## src/rtl/gol_gen_scheduler_if.sv

```systemverilog
// Control/status bundle between the Game of Life front panel and the
// generation scheduler.
interface gol_gen_scheduler_if;
  logic        run;
  logic [3:0]  speed;
  logic        step_btn;
  logic        seed_req;
  logic        vblank_start;
  logic        gen_en;
  logic        seed_en;
  logic        busy;
  logic        overrun;
  logic [15:0] gen_count;

  modport master (
    output run, speed, step_btn, seed_req, vblank_start,
    input  gen_en, seed_en, busy, overrun, gen_count
  );

  modport slave (
    input  run, speed, step_btn, seed_req, vblank_start,
    output gen_en, seed_en, busy, overrun, gen_count
  );
endinterface

```

## src/rtl/gol_gen_scheduler.sv

```systemverilog
// Generation scheduler for the Game of Life cell array. Merges a free-running
// speed timer and a debounced single-step button into one pending request,
// and releases it as a one-cycle gen_en (aligned to vblank when FRAME_SYNC=1)
// or a one-cycle seed_en on a seed request.
module gol_gen_scheduler #(
  parameter int unsigned CLK_HZ     = 50000000,
  parameter int unsigned CNT_W      = 32,
  parameter int unsigned DB_CYCLES  = 500000,
  parameter bit          FRAME_SYNC = 1'b1
) (
  input  logic                Clk,
  input  logic                Reset,
  gol_gen_scheduler_if.slave  bus
);

  localparam int unsigned DB_W = (DB_CYCLES > 2) ? $clog2(DB_CYCLES) : 1;
  localparam logic [DB_W-1:0] DB_LAST = DB_W'(DB_CYCLES - 1);

  typedef enum logic [2:0] {
    IDLE,
    WAIT_VBL,
    ISSUE,
    SEED,
    HOLD
  } state_t;

  state_t state, state_n;

  logic [CNT_W-1:0] base_period;
  logic [CNT_W-1:0] period;
  logic [CNT_W-1:0] tmr_cnt;
  logic             timer_tick;

  logic             step_meta;
  logic             step_sync;
  logic             db_level;
  logic [DB_W-1:0]  db_cnt;
  logic             step_tick;

  logic             tick_any;
  logic             pending;
  logic             overrun_q;
  logic [15:0]      gen_count_q;
  logic             gen_en_q;
  logic             seed_en_q;

  // A shift that empties the period (large speed) degrades to one tick per cycle.
  assign base_period = CNT_W'(CLK_HZ) >> bus.speed;
  assign period      = (base_period == '0) ? CNT_W'(1) : base_period;

  // Free-running period counter; >= lets a shorter period take effect at once.
  always_ff @(posedge Clk or posedge Reset) begin
    if (Reset) begin
      tmr_cnt    <= '0;
      timer_tick <= 1'b0;
    end else if (!bus.run) begin
      tmr_cnt    <= '0;
      timer_tick <= 1'b0;
    end else if (tmr_cnt >= period - CNT_W'(1)) begin
      tmr_cnt    <= '0;
      timer_tick <= 1'b1;
    end else begin
      tmr_cnt    <= tmr_cnt + CNT_W'(1);
      timer_tick <= 1'b0;
    end
  end

  // Two-flop synchronizer for the raw step button.
  always_ff @(posedge Clk or posedge Reset) begin
    if (Reset) begin
      step_meta <= 1'b0;
      step_sync <= 1'b0;
    end else begin
      step_meta <= bus.step_btn;
      step_sync <= step_meta;
    end
  end

  // Debounce: the level follows only after DB_CYCLES consecutive differing samples;
  // the step tick is emitted on the rising transition of the debounced level.
  always_ff @(posedge Clk or posedge Reset) begin
    if (Reset) begin
      db_level  <= 1'b0;
      db_cnt    <= '0;
      step_tick <= 1'b0;
    end else if (step_sync == db_level) begin
      db_cnt    <= '0;
      step_tick <= 1'b0;
    end else if (db_cnt == DB_LAST) begin
      db_level  <= step_sync;
      db_cnt    <= '0;
      step_tick <= step_sync;
    end else begin
      db_cnt    <= db_cnt + DB_W'(1);
      step_tick <= 1'b0;
    end
  end

  assign tick_any = timer_tick | step_tick;

  // State register.
  always_ff @(posedge Clk or posedge Reset) begin
    if (Reset) begin
      state <= IDLE;
    end else begin
      state <= state_n;
    end
  end

  // Next-state logic; seed requests pre-empt any pending generation.
  always_comb begin
    state_n = state;
    unique case (state)
      IDLE: begin
        if (bus.seed_req) begin
          state_n = SEED;
        end else if (pending) begin
          state_n = FRAME_SYNC ? WAIT_VBL : ISSUE;
        end
      end
      WAIT_VBL: begin
        if (bus.seed_req) begin
          state_n = SEED;
        end else if (bus.vblank_start) begin
          state_n = ISSUE;
        end
      end
      ISSUE:   state_n = IDLE;
      SEED:    state_n = HOLD;
      HOLD: begin
        if (!bus.seed_req) begin
          state_n = IDLE;
        end
      end
      default: state_n = IDLE;
    endcase
  end

  // Strobes are registered off the next state so they coincide with ISSUE/SEED.
  always_ff @(posedge Clk or posedge Reset) begin
    if (Reset) begin
      gen_en_q  <= 1'b0;
      seed_en_q <= 1'b0;
    end else begin
      gen_en_q  <= (state_n == ISSUE);
      seed_en_q <= (state_n == SEED);
    end
  end

  // Pending request, sticky overrun and generation counter.
  // A tick landing in the ISSUE cycle re-arms pending rather than counting as overrun.
  always_ff @(posedge Clk or posedge Reset) begin
    if (Reset) begin
      pending     <= 1'b0;
      overrun_q   <= 1'b0;
      gen_count_q <= '0;
    end else begin
      unique case (state)
        ISSUE: begin
          pending     <= tick_any;
          gen_count_q <= gen_count_q + 16'd1;
        end
        SEED: begin
          pending     <= 1'b0;
          overrun_q   <= 1'b0;
          gen_count_q <= '0;
        end
        default: begin
          if (tick_any) begin
            if (pending) begin
              overrun_q <= 1'b1;
            end else begin
              pending   <= 1'b1;
            end
          end
        end
      endcase
    end
  end

  assign bus.gen_en    = gen_en_q;
  assign bus.seed_en   = seed_en_q;
  assign bus.busy      = pending | (state != IDLE);
  assign bus.overrun   = overrun_q;
  assign bus.gen_count = gen_count_q;

endmodule
```

## src/flat_wrapper.sv

```systemverilog
// flat-port wrapper written by rule: the top's interface ports become plain ports
module gol_gen_scheduler_flat 
#(
  parameter int unsigned CLK_HZ     = 50000000,
  parameter int unsigned CNT_W      = 32,
  parameter int unsigned DB_CYCLES  = 500000,
  parameter bit          FRAME_SYNC = 1'b1
)
  (Clk, Reset, bus_run, bus_speed, bus_step_btn, bus_seed_req, bus_vblank_start, bus_gen_en, bus_seed_en, bus_busy, bus_overrun, bus_gen_count);
  gol_gen_scheduler_if bus_i ();
  input  logic Clk;
  input  logic Reset;
  input wire logic [$bits(bus_i.run)-1:0] bus_run;
  input wire logic [$bits(bus_i.speed)-1:0] bus_speed;
  input wire logic [$bits(bus_i.step_btn)-1:0] bus_step_btn;
  input wire logic [$bits(bus_i.seed_req)-1:0] bus_seed_req;
  input wire logic [$bits(bus_i.vblank_start)-1:0] bus_vblank_start;
  output wire logic [$bits(bus_i.gen_en)-1:0] bus_gen_en;
  output wire logic [$bits(bus_i.seed_en)-1:0] bus_seed_en;
  output wire logic [$bits(bus_i.busy)-1:0] bus_busy;
  output wire logic [$bits(bus_i.overrun)-1:0] bus_overrun;
  output wire logic [$bits(bus_i.gen_count)-1:0] bus_gen_count;
  assign bus_i.run = bus_run;
  assign bus_i.speed = bus_speed;
  assign bus_i.step_btn = bus_step_btn;
  assign bus_i.seed_req = bus_seed_req;
  assign bus_i.vblank_start = bus_vblank_start;
  assign bus_gen_en = bus_i.gen_en;
  assign bus_seed_en = bus_i.seed_en;
  assign bus_busy = bus_i.busy;
  assign bus_overrun = bus_i.overrun;
  assign bus_gen_count = bus_i.gen_count;
  gol_gen_scheduler #(.CLK_HZ(CLK_HZ), .CNT_W(CNT_W), .DB_CYCLES(DB_CYCLES), .FRAME_SYNC(FRAME_SYNC)) u_core (.Clk(Clk), .Reset(Reset), .bus(bus_i));
endmodule
```

## config.mk

```make
export PLATFORM = sky130hd
export DESIGN_NAME = gol_gen_scheduler_flat
export DESIGN_NICKNAME = d
export VERILOG_FILES = /design/src/rtl/gol_gen_scheduler_if.sv /design/src/rtl/gol_gen_scheduler.sv /design/src/flat_wrapper.sv
export SDC_FILE = /design/constraint.sdc
export NUM_CORES = 1
export LEC_CHECK = 0
export BUFFER_PORTS_ARGS = -buffer_cell sky130_fd_sc_hd__clkbuf_2
export CORE_ASPECT_RATIO = 0.5
export CORE_MARGIN = 3
export CORE_UTILIZATION = 45
export DETAILED_ROUTE_END_ITERATION = 8
export SLEW_MARGIN = 0
export SYNTH_ARGS = -nofsm -noshare
export SYNTH_HDL_FRONTEND = slang
export SYNTH_SLANG_ARGS = --single-unit
```

## constraint.sdc

```tcl
create_clock -name Clk -period 6.1 [get_ports Clk]
set_input_delay 0.305 -clock Clk [delete_from_list [all_inputs] [get_ports Clk]]
set_output_delay 0.305 -clock Clk [all_outputs]
set_load 0.03 [all_outputs]
```

Word-level counts from Yosys, hierarchy flattened
Cells that the tools add are included.
{"block": "op_classes", "eq_ne": 8, "magnitude_cmp": 1, "shifts": 1, "n_addsub": 4, "mux": 21, "n_reduce_logical": 9, "n_bitwise": 4}
{"operator": "$mux W32", "count": 3}
{"operator": "$mux W19", "count": 2}
{"operator": "$add A32 B1 Y32 const B", "count": 1}
{"operator": "$ge A32 B32 Y1", "count": 1}
{"operator": "$logic_not A32 Y1", "count": 1}
{"operator": "$pmux W16 S2", "count": 1}
{"operator": "$shr A26 B4 Y32 const A", "count": 1}
{"operator": "$sub A32 B1 Y32 const B", "count": 1}
{"operator": "$add A19 B1 Y19 const B", "count": 1}
{"operator": "$eq A19 B19 Y1 const B", "count": 1}
{"operator": "$add A16 B1 Y16 const B", "count": 1}
{"operator": "$mux W3", "count": 5}
{"operator": "$eq A3 B2 Y1 const B", "count": 4}
{"operator": "$pmux W3 S4", "count": 1}
{"operator": "$mux W1", "count": 7}
{"operator": "$reduce_bool A2 Y1", "count": 3}
{"operator": "$reduce_bool A3 Y1", "count": 2}
{"operator": "$pmux W1 S2", "count": 2}
{"operator": "$eq A3 B1 Y1 const B", "count": 1}
{"operator": "$eq A3 B3 Y1 const B", "count": 1}
{"operator": "$logic_not A3 Y1", "count": 1}
{"operator": "$reduce_and A3 Y1", "count": 1}
{"operator": "$not A1 Y1", "count": 2}
{"operator": "$or A1 B1 Y1", "count": 2}
{"operator": "other kinds (2)", "count": 2}
{"block": "word_totals", "out_inout_bits": 20, "ff_bits": 79, "inputBits": 10}

Longest topological paths before layout
{"block": "depth", "ltp_word": 7, "depth_mapped": 16, "depth_no_buf": 14}

Worst setup path before layout
Ideal clock, no wire load.
{"block": "synth_timing", "path_type": "input port to flip-flop", "from": "in bus_speed[2]", "to": "reg u_core.tmr_cnt[29]", "t_arrival_ps": 3306, "t_required_ps": 5954, "slack_ps": 2648, "stages": 13, "n_path_buf": 4, "setup_time_ps": 146, "path_cell_list": "clkbuf_1 clkbuf_1 o21ai_0 ha_1 clkbuf_1 a311oi_1 o22ai_1 ha_1 nand4_1 o311a_1 o41ai_2 clkbuf_1 a211oi_1"}
{"block": "synth_between", "elab_chain_len": 7}
{"element": "start, declared", "line": "flat_wrapper.sv:14", "source": "input wire logic [$bits(bus_i.speed)-1:0] bus_speed;"}
{"element": "$shr A26 B4 Y32 (*)", "line": "gol_gen_scheduler.sv:48", "source": "assign base_period = CNT_W'(CLK_HZ) >> bus.speed;"}
{"element": "$logic_not A32 Y1", "line": "gol_gen_scheduler.sv:49", "source": "assign period = (base_period == '0) ? CNT_W'(1) : base_period;"}
{"element": "$mux W32 (*)", "line": "gol_gen_scheduler.sv:49"}
{"element": "$sub A32 B1 Y32 (*)", "line": "gol_gen_scheduler.sv:59", "source": "end else if (tmr_cnt >= period - CNT_W'(1)) begin"}
{"element": "$ge A32 B32 Y1 (*)", "line": "gol_gen_scheduler.sv:59"}
{"element": "$mux W32 (*)", "line": "gol_gen_scheduler.sv:59"}
{"element": "$mux W32 (*)", "line": "gol_gen_scheduler.sv:56", "source": "end else if (!bus.run) begin"}
{"element": "end signal, assigned", "line": "gol_gen_scheduler.sv:63", "source": "tmr_cnt <= tmr_cnt + CNT_W'(1);"}
{"element": "end, declared", "line": "gol_gen_scheduler.sv:31", "source": "logic [CNT_W-1:0] tmr_cnt;"}
Every way passes the cells marked *; elsewhere a longest branch is shown, timed or not.
A chain may end at the register's enable or synchronous reset.

Worst setup path after layout
{"block": "layout_timing", "from": "in bus_speed[2]", "to": "reg u_core.tmr_cnt[0]"}
The elaborated chain is that of the path after synthesis.

==> out/results.ini <==
[outcome]
status=complete, no violations

[synthesis]
synth_top_family_by_area=simple AND/OR/NAND/NOR gates
yosysMostFrequentCell=dfrtp_1
synth_edf_count=0
synth.avg_cell_area_um2=9.11
syn_inst=555
synth-adder-area-share_pct=8.91
async_flop_share_pct=100
synthFlopType=dfrtp_1
synth.area.mux_share_pct=1.46
synth_top_cell_by_area=dfrtp_1
synth_compound_area_share_pct=14.1
synthTopCellsByArea=dfrtp_1, ha_1, xnor2_1
synth.top_cell.area_share_pct=39.1
yosysSeqAreaShare_pct=39.1
yosys.area_share.simple_pct=23.0
synth.distinct_cells=55
syn-cell-area_um2=5060
yosys-top-cells-count=dfrtp_1, nor2_1, nand2_1
ys_warn_count=0
synthXorXnorAreaFrac_pct=9.87
synth_seq_cells=79

[clock_tree]
post_cts_resized=0
ctsHoldBuffers=0
clk_latency_ns=0.33
cts_tree=yes
cts_made_buffers=9
root_buffer=clkbuf_16
post-cts-setup-buffer-count=0
cts.reportedPaths.clkPinSlew_ns=0.06
htree_levels=3
clock_sinks=79
clk_path_buf_depth=2

[place]
place_congestion=0.870
dpl.hpwl_mm=7.99
io_buffer_count=29

[die]
num_rows=26
start_util_pct=47.8
io_pins=30
fp.dieH_um=81.0
core_region_area_um2=10600
chipWidth_um=156
die_area_um2=12600

[sta]
setup_viol=0
tightestPinTransition_ns=0.990
finalSetupTns_ns=0
hold_violations=0
finalCritPeriodShare_pct=57.8
timing.fmax_mhz=284
period_minus_slack_ns=3.53
slew_violations=0
rsz0062_at_grt=false
slew_headroom_pct=34.0
skew_ns=0.00670

[job]
drv_cap=0

[hold_path]
whs_endpoint=u_core.step_meta$_DFF_PP0_
hp-start=bus_step_btn
holdPathStages=1
hold_class=in2reg

[critical_path]
crit_arrival_ns=3.70
critPathKind=in2reg
reg2reg_to=u_core.tmr_cnt[30]$_DFF_PP0_
crit_path_end_kind=register
cp_cell_sequence=clkbuf_2 -> clkinv_1 -> mux2i_1 -> a21oi_1 -> ha_1 -> nor2_1 -> a311oi_1 -> o22ai_1 -> ha_1 -> nand4_1 -> o311a_1 -> o41ai_4 -> buf_4 -> a2111oi_0
critPathMaxFanout=33
slowest_stage=buf_4
reg2reg_depth=6
r2r-start=u_core.tmr_cnt[0]$_DFF_PP0_
r2r_setup_slack_ns=3.45
startpoint_type=primary input
worstPathRequired_ns=6.28
critPathMostFrequentCell=ha_1
slowest_delay_ns=0.41

[global_route]
track_usage_pct=19.2
antenna_found_initial=0
grt_pass1_vias=3836
overflow=0
grt_max_degree=80
grt_pass1_wl_mm=19.6

[drt]
ant_nets=0
drc_errors=0
drt-total-wl_mm=11.4
vias_per_cell=5.67
wl_per_cell_um=15.7
drt_iter0_drc=200
vias=4110
firstDrtPassIters=4

[cells_and_area]
drive_above_1_share_pct=12.1
nets=626
insertedDiodeCount=0
area_delta_synth_final_pct=11.5

[power_and_ir_drop]
power_density_nw_per_um2=238
total_power_mw=1.34
leakagePower_nw=2.48
peakVddDrop_mv=0.169

[layout make-up]
class                      instances  area (um2)
inverter                          18        68.8
sequential                        79        1980
timing repair buffer              34         183
tap                              140         175
clock buffer                      12         246
clock inverter                     4        45.0
fill                             964        4940
multi-input combinational        438        2940
[registers in the layout, indices dropped and copies added (netlist names)]
signal and cells:
u_core.pending 1, u_core.step_meta 1, u_core.db_cnt 19, u_core.step_sync 1, u_core.db_level 1, u_core.state 3
u_core.step_tick 1, u_core.bus.gen_en 1, u_core.bus.seed_en 1, u_core.bus.gen_count 16, u_core.tmr_cnt 32, u_core.bus.overrun 1
u_core.timer_tick 1
[where the power goes]
part / total [mW] / switching [mW] / internal [mW]
Combinational: 0.223 / 0.149 / 0.0740
Clock: 0.528 / 0.202 / 0.326
Sequential: 0.593 / 0.0403 / 0.553
Total: 1.34 / 0.391 / 0.953
[cell usage in the layout (no fill, tap or decap), types with 3 or more instances in the layout]
cell type	instances
nand4_1	25
nand3_1	27
a211oi_1	10
mux2_2	3
xor2_1	17
clkinv_2	4
nand2b_1	5
a21o_1	4
inv_1	16
nor2b_1	3
buf_4	5
ha_1	36
xnor2_1	40
nand2_1	52
o211ai_1	3
nor3_2	6
and4_1	3
a2111oi_0	11
nor2_1	59
dfrtp_1	79
clkbuf_2	29
o21ai_0	20
conb_1	6
nor4_1	12
mux2i_1	4
nor3_1	11
clkbuf_16	9
a21oi_1	38
a211oi_2	5
and3_1	6
[kinds of logic after synthesis]
kind of cell               Yosys count
buffers and inverters               43
adders and majority gates           36
other                                1
xor gates and xnor gates            57
and+or+nand+nor                    225
DFF                                 79
muxes                                7
AOI/OAI and AO/OA                  107
[critical path, delay by kind of cell]
kind / cells / cell delay [ns]
mux: 1 / 0.18
fa+ha+maj: 2 / 0.61
compound gates: 6 / 1.36
simple gates: 2 / 0.15
buf+inv: 3 / 1.06
[worst max path at each step]
stage | start | endpoint | cells after the start
2_1_floorplan | bus_speed[2] | u_core.tmr_cnt[29]$_DFF_PP0_ | 13
3_3_place_gp | bus_speed[2] | u_core.tmr_cnt[4]$_DFF_PP0_ | 14
3_5_place_dp | bus_speed[2] | u_core.tmr_cnt[13]$_DFF_PP0_ | 14
4_1_cts | bus_speed[2] | u_core.tmr_cnt[13]$_DFF_PP0_ | 14
5_1_grt | bus_speed[2] | u_core.tmr_cnt[0]$_DFF_PP0_ | 14
6_report | bus_speed[2] | u_core.tmr_cnt[0]$_DFF_PP0_ | 14
[per-stage QoR]
step | util, % | cell area [um2] | setup slack, ns | hold WS [ns] | std cells
after floorplan | - | 5070 | 2.65 | 0.331 | 560
after global placement | 50.5 | 5340 | 2.30 | 0.332 | 709
after detailed placement | 50.5 | 5340 | 2.22 | 0.356 | 709
after CTS | 53.3 | 5640 | 2.60 | 0.0859 | 725
after global routing | 53.3 | 5640 | 2.26 | 0.0869 | 725
final | 53.3 | 5640 | 2.57 | 0.0977 | 725
[routing by layer]
metal	up-vias	track usage, %	wire [um]
li1	2050	-	-
met1	1960	27.8	5910
met2	92	29.9	4960
met3	8	3.94	443
met4	0	4.32	100
met5	-	0	0
(Power assumes the default switching activity.)
